### src/rtl/tt_io_pipe.sv
// Two parallel pin-to-pin delay lines with a per-path mode stage in front of the output registers,
// plus a two-word config handshake (mode, then OE mask) that flushes the pipeline before the new setup takes effect.
module tt_io_pipe #(
   parameter int WIDTH = 8,
   parameter int DEPTH = 2
) (
   input  logic             clk,
   input  logic             rst_n,
   input  logic             ena,
   input  logic [WIDTH-1:0] ui_in,
   input  logic [WIDTH-1:0] uio_in,
   output logic [WIDTH-1:0] uo_out,
   output logic [WIDTH-1:0] uio_out,
   output logic [WIDTH-1:0] uio_oe,
   input  logic             cfg_valid,
   input  logic [WIDTH-1:0] cfg_data,
   output logic             cfg_ready
);

   localparam int CW = (DEPTH > 2) ? $clog2(DEPTH) : 1;

   localparam logic [1:0] MODE_PASS   = 2'd0;
   localparam logic [1:0] MODE_INVERT = 2'd1;
   localparam logic [1:0] MODE_SWAP   = 2'd2;

   typedef enum logic [1:0] {
      S_RUN      = 2'd0,
      S_CFG_MASK = 2'd1,
      S_FLUSH    = 2'd2
   } state_t;

   state_t           state_q, state_d;
   logic [1:0]       mode_q, mode_d;
   logic [1:0]       pend_q, pend_d;
   logic [WIDTH-1:0] mask_q, mask_d;
   logic [CW-1:0]    cnt_q, cnt_d;

   // Stages 0..DEPTH-2; the output register is the final stage.
   logic [WIDTH-1:0] a_q [0:DEPTH-2];
   logic [WIDTH-1:0] a_d [0:DEPTH-2];
   logic [WIDTH-1:0] b_q [0:DEPTH-2];
   logic [WIDTH-1:0] b_d [0:DEPTH-2];
   logic [WIDTH-1:0] uo_q, uo_d;
   logic [WIDTH-1:0] uio_q, uio_d;

   logic             xfer;
   logic             clr;
   logic [WIDTH-1:0] a_last;
   logic [WIDTH-1:0] b_last;

   assign cfg_ready = ena && (state_q == S_RUN || state_q == S_CFG_MASK);
   assign uio_oe    = cfg_ready ? mask_q : '0;
   assign xfer      = cfg_valid && cfg_ready;
   assign clr       = !ena || (state_q == S_FLUSH);
   assign uo_out    = uo_q;
   assign uio_out   = uio_q;
   assign a_last    = a_q[DEPTH-2];
   assign b_last    = b_q[DEPTH-2];

   // Config FSM; everything holds while ena is low.
   always_comb begin
      state_d = state_q;
      mode_d  = mode_q;
      pend_d  = pend_q;
      mask_d  = mask_q;
      cnt_d   = cnt_q;
      if (ena) begin
         case (state_q)
            S_RUN: begin
               if (xfer) begin
                  pend_d  = cfg_data[1:0];
                  state_d = S_CFG_MASK;
               end
            end
            S_CFG_MASK: begin
               if (xfer) begin
                  mask_d  = cfg_data;
                  mode_d  = pend_q;
                  cnt_d   = CW'(DEPTH - 1);
                  state_d = S_FLUSH;
               end
            end
            S_FLUSH: begin
               if (cnt_q == '0) begin
                  state_d = S_RUN;
               end else begin
                  cnt_d = cnt_q - 1'b1;
               end
            end
            default: state_d = S_RUN;
         endcase
      end
   end

   always_comb begin
      a_d[0] = clr ? '0 : ui_in;
      b_d[0] = clr ? '0 : uio_in;
      for (int i = 1; i < DEPTH - 1; i++) begin
         a_d[i] = clr ? '0 : a_q[i-1];
         b_d[i] = clr ? '0 : b_q[i-1];
      end
      uo_d  = uo_q;
      uio_d = uio_q;
      if (clr) begin
         uo_d  = '0;
         uio_d = '0;
      end else begin
         case (mode_q)
            MODE_PASS: begin
               uo_d  = a_last;
               uio_d = b_last;
            end
            MODE_INVERT: begin
               uo_d  = ~a_last;
               uio_d = ~b_last;
            end
            MODE_SWAP: begin
               uo_d  = b_last;
               uio_d = a_last;
            end
            default: begin
               uo_d  = uo_q;
               uio_d = uio_q;
            end
         endcase
      end
   end

   always_ff @(posedge clk or negedge rst_n) begin
      if (!rst_n) begin
         state_q <= S_RUN;
         mode_q  <= MODE_PASS;
         pend_q  <= MODE_PASS;
         mask_q  <= '1;
         cnt_q   <= '0;
         uo_q    <= '0;
         uio_q   <= '0;
         for (int i = 0; i < DEPTH - 1; i++) begin
            a_q[i] <= '0;
            b_q[i] <= '0;
         end
      end else begin
         state_q <= state_d;
         mode_q  <= mode_d;
         pend_q  <= pend_d;
         mask_q  <= mask_d;
         cnt_q   <= cnt_d;
         uo_q    <= uo_d;
         uio_q   <= uio_d;
         for (int i = 0; i < DEPTH - 1; i++) begin
            a_q[i] <= a_d[i];
            b_q[i] <= b_d[i];
         end
      end
   end

endmodule

### config.mk
export PLATFORM = sky130hd
export DESIGN_NAME = tt_io_pipe
export DESIGN_NICKNAME = d
export VERILOG_FILES = /design/src/rtl/tt_io_pipe.sv
export SDC_FILE = /design/constraint.sdc
export NUM_CORES = 1
export LEC_CHECK = 0
export CAP_MARGIN = 20
export CORE_UTILIZATION = 35
export DETAILED_ROUTE_END_ITERATION = 12
export HOLD_SLACK_MARGIN = 0.08
export PLACE_DENSITY = 0.59
export SETUP_SLACK_MARGIN = 0.15
export SLEW_MARGIN = 20
export SYNTH_ARGS = -nofsm -noshare
export SYNTH_HDL_FRONTEND = slang
export SYNTH_SLANG_ARGS = --single-unit
### constraint.sdc
create_clock -name clk -period 2.1 [get_ports clk]
set_input_delay 0.42 -clock clk [delete_from_list [all_inputs] [get_ports clk]]
set_output_delay 0.42 -clock clk [all_outputs]
set_load 0.03 [all_outputs]
=== After elaboration in Yosys (flattened, before gate mapping) ===
Index checks and enable logic that the tools add are counted.

* Bits in registers: 47
* Memory bits (writable): 0
* Output and inout bits: 25
* Bits in read-only memories: 0
* Memories kept: 0
* Bits in latches: 0
* Word-level logic and storage cells: 46
* Bits of input ports: 28

* Multipliers: 0
* Reductions and logical operators: 13
* Shift operators: 0
* Divide/modulo/power cells: 0
* Mux-type cells: 14
* $lt $le $gt $ge: 0
* Equality and inequality tests: 7
* Bitwise gates (word level): 2
* Add/subtract/negate cells: 1

{| class="wikitable"
|+ Operator list
! kind !! number
|-
| one-hot mux 8 bit (3 select lines) || 2
|-
| two-way mux 8 bit || 5
|-
| NOT 8 bit || 2
|-
| AND reduction 3 bit || 3
|-
| two-way mux 2 bit || 3
|-
| != test 2 bit, second input constant || 3
|-
| one-hot mux 2 bit (3 select lines) || 1
|-
| == test 2 x 1 -> 1 bit, second input constant || 2
|-
| == test 2 bit, second input constant || 2
|-
| logical NOT 2 bit || 2
|-
| AND reduction 4 bit || 1
|-
| nonzero test 4 bit || 1
|-
| logical AND 1 bit || 2
|-
| logical OR 1 bit || 2
|-
| two-way mux 1 bit || 2
|-
| one-hot mux 1 bit (2 select lines) || 1
|-
| nonzero test 2 bit || 1
|-
| logical NOT 1 bit || 1
|-
| subtractor 1 bit, second input constant || 1
|}

=== Depth between registers and ports, before layout ===
* Word-level depth: 6
* Depth in mapped cells: 7
* Depth with buffers taken out: 5

=== Worst setup path after synthesis ===
Ideal clock, no wire load.

* Kind: register to register
* From: register mode_q[0]
* To: register uio_q[6], in the netlist uio_out[6]
* Path buffers: 2
* Data required time: 1979 ps
* Arrival: 1552 ps
* Library setup time: 121 ps
* Clock period less this slack: 1673 ps
* Stages on the path, launching flop included: 8
* Path slack: 427 ps
* Path through: dfrtp_1 -> inv_1 -> ha_1 -> buf_6 -> or3_4 -> nor3b_2 -> buf_6 -> a22o_1

* Word-level cells in the longest chain between the ends: 3
* Elaborated cells between the ends (all ways): 6
* Classes of those cells: 2 x eq/ne; 2 x mux; 2 x reduce/logical

{| class="wikitable"
|+ RTL lines
! what !! line !! source
|-
| start: declaration || 33 || <nowiki>logic [1:0] mode_q, mode_d;</nowiki>
|-
| start signal: assignment || 144 || <nowiki>mode_q <= mode_d;</nowiki>
|-
| == test 2 bit (tied with other cells) || 108 || <nowiki>case (mode_q)</nowiki>
|-
| one-hot mux 8 bit (3 select lines) || 108 ||
|-
| two-way mux 8 bit || 104 || <nowiki>if (clr) begin</nowiki>
|-
| end signal: assignment || 149 || <nowiki>uio_q <= uio_d;</nowiki>
|-
| end: declaration || 44 || <nowiki>logic [WIDTH-1:0] uio_q, uio_d;</nowiki>
|}

Several ways; a longest one is shown, not always the timed one.
A chain may end at the register's enable or synchronous reset.

=== Final worst setup path ===
* From: register mode_q[1]
* To: register uo_q[6], in the netlist uo_out[6]

* Word-level cells in the longest chain between the ends: 3
* Elaborated cells between the ends (all ways): 6
* Classes of those cells: 2 x eq/ne; 2 x mux; 2 x reduce/logical

{| class="wikitable"
|+ RTL lines
! what !! line !! source
|-
| == test 2 bit (tied with other cells) || 108 ||
|-
| one-hot mux 8 bit (3 select lines) || 108 ||
|-
| two-way mux 8 bit || 104 ||
|-
| end signal: assignment || 148 || <nowiki>uo_q <= uo_d;</nowiki>
|-
| end: declaration || 43 || <nowiki>logic [WIDTH-1:0] uo_q, uo_d;</nowiki>
|}

Several ways; a longest one is shown, not always the timed one.

==> qor.log <==
INFO  timing         min_period_over_period=0.871
INFO  global_route   initial_antenna_violation_count=0
INFO  timing         report.final.setup_viol=0
INFO  cts            cts_max_path_buffers=2
INFO  finish         fillerInstances=570
INFO  logic_synthesis ys_seq_area_frac=0.545
INFO  logic_synthesis syn_area=2180um2
INFO  logic_synthesis synthTopCellsByArea=sky130_fd_sc_hd__dfrtp_1 45%, sky130_fd_sc_hd__dfstp_2 9.6%, sky130_fd_sc_hd__and2_1 6.9%
INFO  cts            postCtsSetupBuffers=0
INFO  timing         tns=0ps
INFO  logic_synthesis synth-edff-count=0
INFO  worst_setup_path ff2ff_setup_slack=270ps
INFO  finish         design.final.nets=285
INFO  routing        drtAntennaViolNets=0
INFO  finish         finish.instance_area=2850um2
INFO  routing        drt-wirelength-per-cell=12.5um
INFO  cts            cts-htree-levels=2
INFO  logic_synthesis synth_top_area_frac=0.448
INFO  timing         finalWorstPathRequiredPeriod=1830ps
INFO  routing        post-route-drc-count=0
INFO  pwr            cellInternalPower=2350uW
INFO  placed_design  placement.cell_area=2760um2
INFO  worst_setup_path r2r_end=uo_out[6]$_DFFE_PN0P_
INFO  finish         syn_to_final_growth=30.6%
INFO  logic_synthesis syn_area_per_cell=11.0um2
INFO  logic_synthesis async_reset_ff_frac=1.00
INFO  cts            clk_pin_slew=80ps
INFO  timing         final_hold_vio_count=0
INFO  outcome        run_status=finished, final reports clean
INFO  worst_setup_path r2r_start=mode_q[1]$_DFFE_PN0P_
INFO  worst_setup_path critPathKind=reg -> reg
INFO  timing         slew_viol_final=0
INFO  timing         finalHoldWorstSlack=181ps
INFO  logic_synthesis synth.largest_area_cell=sky130_fd_sc_hd__dfrtp_1
INFO  timing         finClkSkew=8.35ps
INFO  hold_path      worstHoldPathType=in -> async
INFO  worst_setup_path worstPathArrival=2060ps
INFO  die            core=5960um2
INFO  timing         rsz0062_at_grt=no
INFO  job            maxCapViolCount=0
INFO  die            row_count=28
INFO  global_route   globalRouteOverflowTotal=0
INFO  placed_design  dp_cells=322
INFO  finish         ratio_of_cells_with_drive_above_1_in_the_final_layout=0.188
INFO  worst_setup_path worst-path-max-fanout=16
INFO  cts            ctsResizeCount=3
INFO  cts            cts_tree=built
INFO  logic_synthesis synth.top_cells.by_count=39 x sky130_fd_sc_hd__dfrtp_1, 24 x sky130_fd_sc_hd__and2_1, 17 x sky130_fd_sc_hd__a22o_1, 17 x sky130_fd_sc_hd__a31oi_1, 17 x sky130_fd_sc_hd__nor2_1
INFO  die            die_area=6540um2
INFO  routing        detail_route.first_pass.iterations=4
INFO  pwr            power.sequential.fraction=0.357
INFO  cts            clockRootBuffer=sky130_fd_sc_hd__clkbuf_8
INFO  logic_synthesis synth-main-ff-cell=sky130_fd_sc_hd__dfrtp_1
INFO  global_route   grt_first_pass_wirelength=6.63mm
INFO  global_route   first_global_vias=1368
INFO  routing        vias=1559
INFO  die            die_width=80.9um
INFO  worst_setup_path worst-r2r-cell-count=5
INFO  logic_synthesis post-synth-top-count-cell=sky130_fd_sc_hd__dfrtp_1
INFO  logic_synthesis yosysWarningCount=0
INFO  placed_design  dp.final_hpwl=2.99mm
INFO  timing         worst_slew_margin_rel=0.490
INFO  routing        totalWireLength=4.12mm
INFO  cts            insertion_delay_to_the_later_sink_of_the_worst_skew_pair=300ps
INFO  routing        initialDrtViolationCount=105
INFO  global_route   grt.total_usage=0.135
INFO  pwr            static-leakage-power=0.00124uW
INFO  cts            holdBufCountCts=0
INFO  cts            cts_buffers=5
INFO  finish         antenna_cells=0
INFO  die            die_height=80.9um
INFO  pwr            ir_drop=529uV
INFO  logic_synthesis synth_cells=198
INFO  pwr            power_density=1370nW/um2
INFO  pwr            netSwitchingFraction=0.397
INFO  routing        detail_route.vias_per_cell=4.72
INFO  die            top_level_ports=53
INFO  logic_synthesis ys_seq_elements=47
INFO  die            floorplan.initialDensity=0.366
INFO  logic_synthesis yosysUniqueCellTypes=25
INFO  worst_setup_path timing.critical_path.from_type=register
INFO  placed_design  number_of_port_buffers=52
INFO  finish         finish.cell_count_without_fillers=330
INFO  global_route   grt_start_max_net_pins=48
INFO  pwr            clkPwrFrac=0.134
INFO  placed_design  gpl.final_weighted_congestion=0.702
INFO  worst_setup_path crit_path_end_kind=register
INFO  logic_synthesis syn_nets=229
INFO  pwr            fraction_of_power_consumed_by_combinational_cells=0.510
INFO  cts            clock_sink_count=47
INFO  timing         timing.fmax=547MHz
INFO  worst_setup_path cp_data_required_time=2330ps
INFO  timing         worstMarginPinSlew=762ps
INFO  pwr            power.switching=1540uW
registers in the layout (all words and copies together) (netlist names):
name / cells
a_last: 8
b_last: 8
mask_q: 8
uio_out: 8
uo_out: 8
mode_q: 2
pend_q: 2
state_q: 2
cnt_q: 1
cell families (layout without fill, tap and decap cells):
kind of cell    Yosys count  after routing  synth area share
flops                    47             47             0.545
mux                      12             12            0.0620
buf+inv                  16             73            0.0391
simple gates             81             81             0.209
fa+ha+maj                 3              3            0.0172
compound gates           39             39             0.129
worst max-delay path by stage:
stage / slack [ps] / to / from / cells after the start
global route: 170 / uo_out[4]$_DFFE_PN0P_ / mode_q[1]$_DFFE_PN0P_ / 5
CTS: 270 / uo_out[6]$_DFFE_PN0P_ / mode_q[1]$_DFFE_PN0P_ / 5
global placement: 60 / uo_out[6]$_DFFE_PN0P_ / ena / 5
floorplan: 430 / uio_out[6]$_DFFE_PN0P_ / mode_q[0]$_DFFE_PN0P_ / 7
finish: 270 / uo_out[6]$_DFFE_PN0P_ / mode_q[1]$_DFFE_PN0P_ / 5
detailed placement: 50 / uo_out[6]$_DFFE_PN0P_ / ena / 5
layout make-up:
cell class | instances | area (um2) | area share
clock buffers | 8 | 80.1 | 0.0281
inverters | 5 | 18.8 | 0.00660
multi-input cells | 135 | 915 | 0.321
flip-flops and latches | 47 | 1190 | 0.417
well taps | 75 | 93.8 | 0.0330
repair buffers | 60 | 552 | 0.194
cell usage in the layout, fill, tap and decap left out, drive strengths merged:
cell type	Yosys	final
a21oi	1	1
nor2	17	17
nand2	16	16
inv	5	5
or2b	5	5
a31oi	17	17
or3	1	1
clkdlybuf4s50	0	41
mux2	12	12
nor2b	2	2
nand2b	11	11
dfstp	8	8
nor3b	1	1
a22o	17	17
dfrtp	39	39
clkbuf	6	8
and3	1	1
ha	3	3
nor3	1	1
buf	5	18
o21ai	4	4
and2	24	24
nand3	1	1
dlygate4sd2	0	1
nand3b	1	1
power groups by stage:
stage	Sequential, uW	Clock, uW	Combinational, uW
2_1_floorplan	1490	0	1350
3_3_place_gp	1400	0	1950
3_5_place_dp	1400	0	1990
4_1_cts	1390	531	2000
5_1_grt	1420	568	2190
6_report	1390	519	1980
stage by stage:
stage	setup slack [ps]	total power (uW)	util
2_1_floorplan	427	2830	-
3_3_place_gp	63.6	3350	0.463
3_5_place_dp	50.9	3390	0.463
4_1_cts	269	3920	0.478
5_1_grt	165	4180	0.478
6_report	272	3890	0.478
critical path, cell delays in order, from the launching register on:
cell and delay, ps:
sky130_fd_sc_hd__dfrtp_1 370, sky130_fd_sc_hd__inv_1 70, sky130_fd_sc_hd__ha_1 190, sky130_fd_sc_hd__or3_4 400, sky130_fd_sc_hd__nor3_4 480, sky130_fd_sc_hd__a22o_1 250
routing by layer:
metal	GRT usage	wire [um]	up-vias
li1	-	-	786
met1	0.194	2070	738
met2	0.199	1850	30
met3	0.0337	143	5
met4	0.0429	59	0
met5	0	0	-
Note: power is estimated with default switching activity, not from simulation.
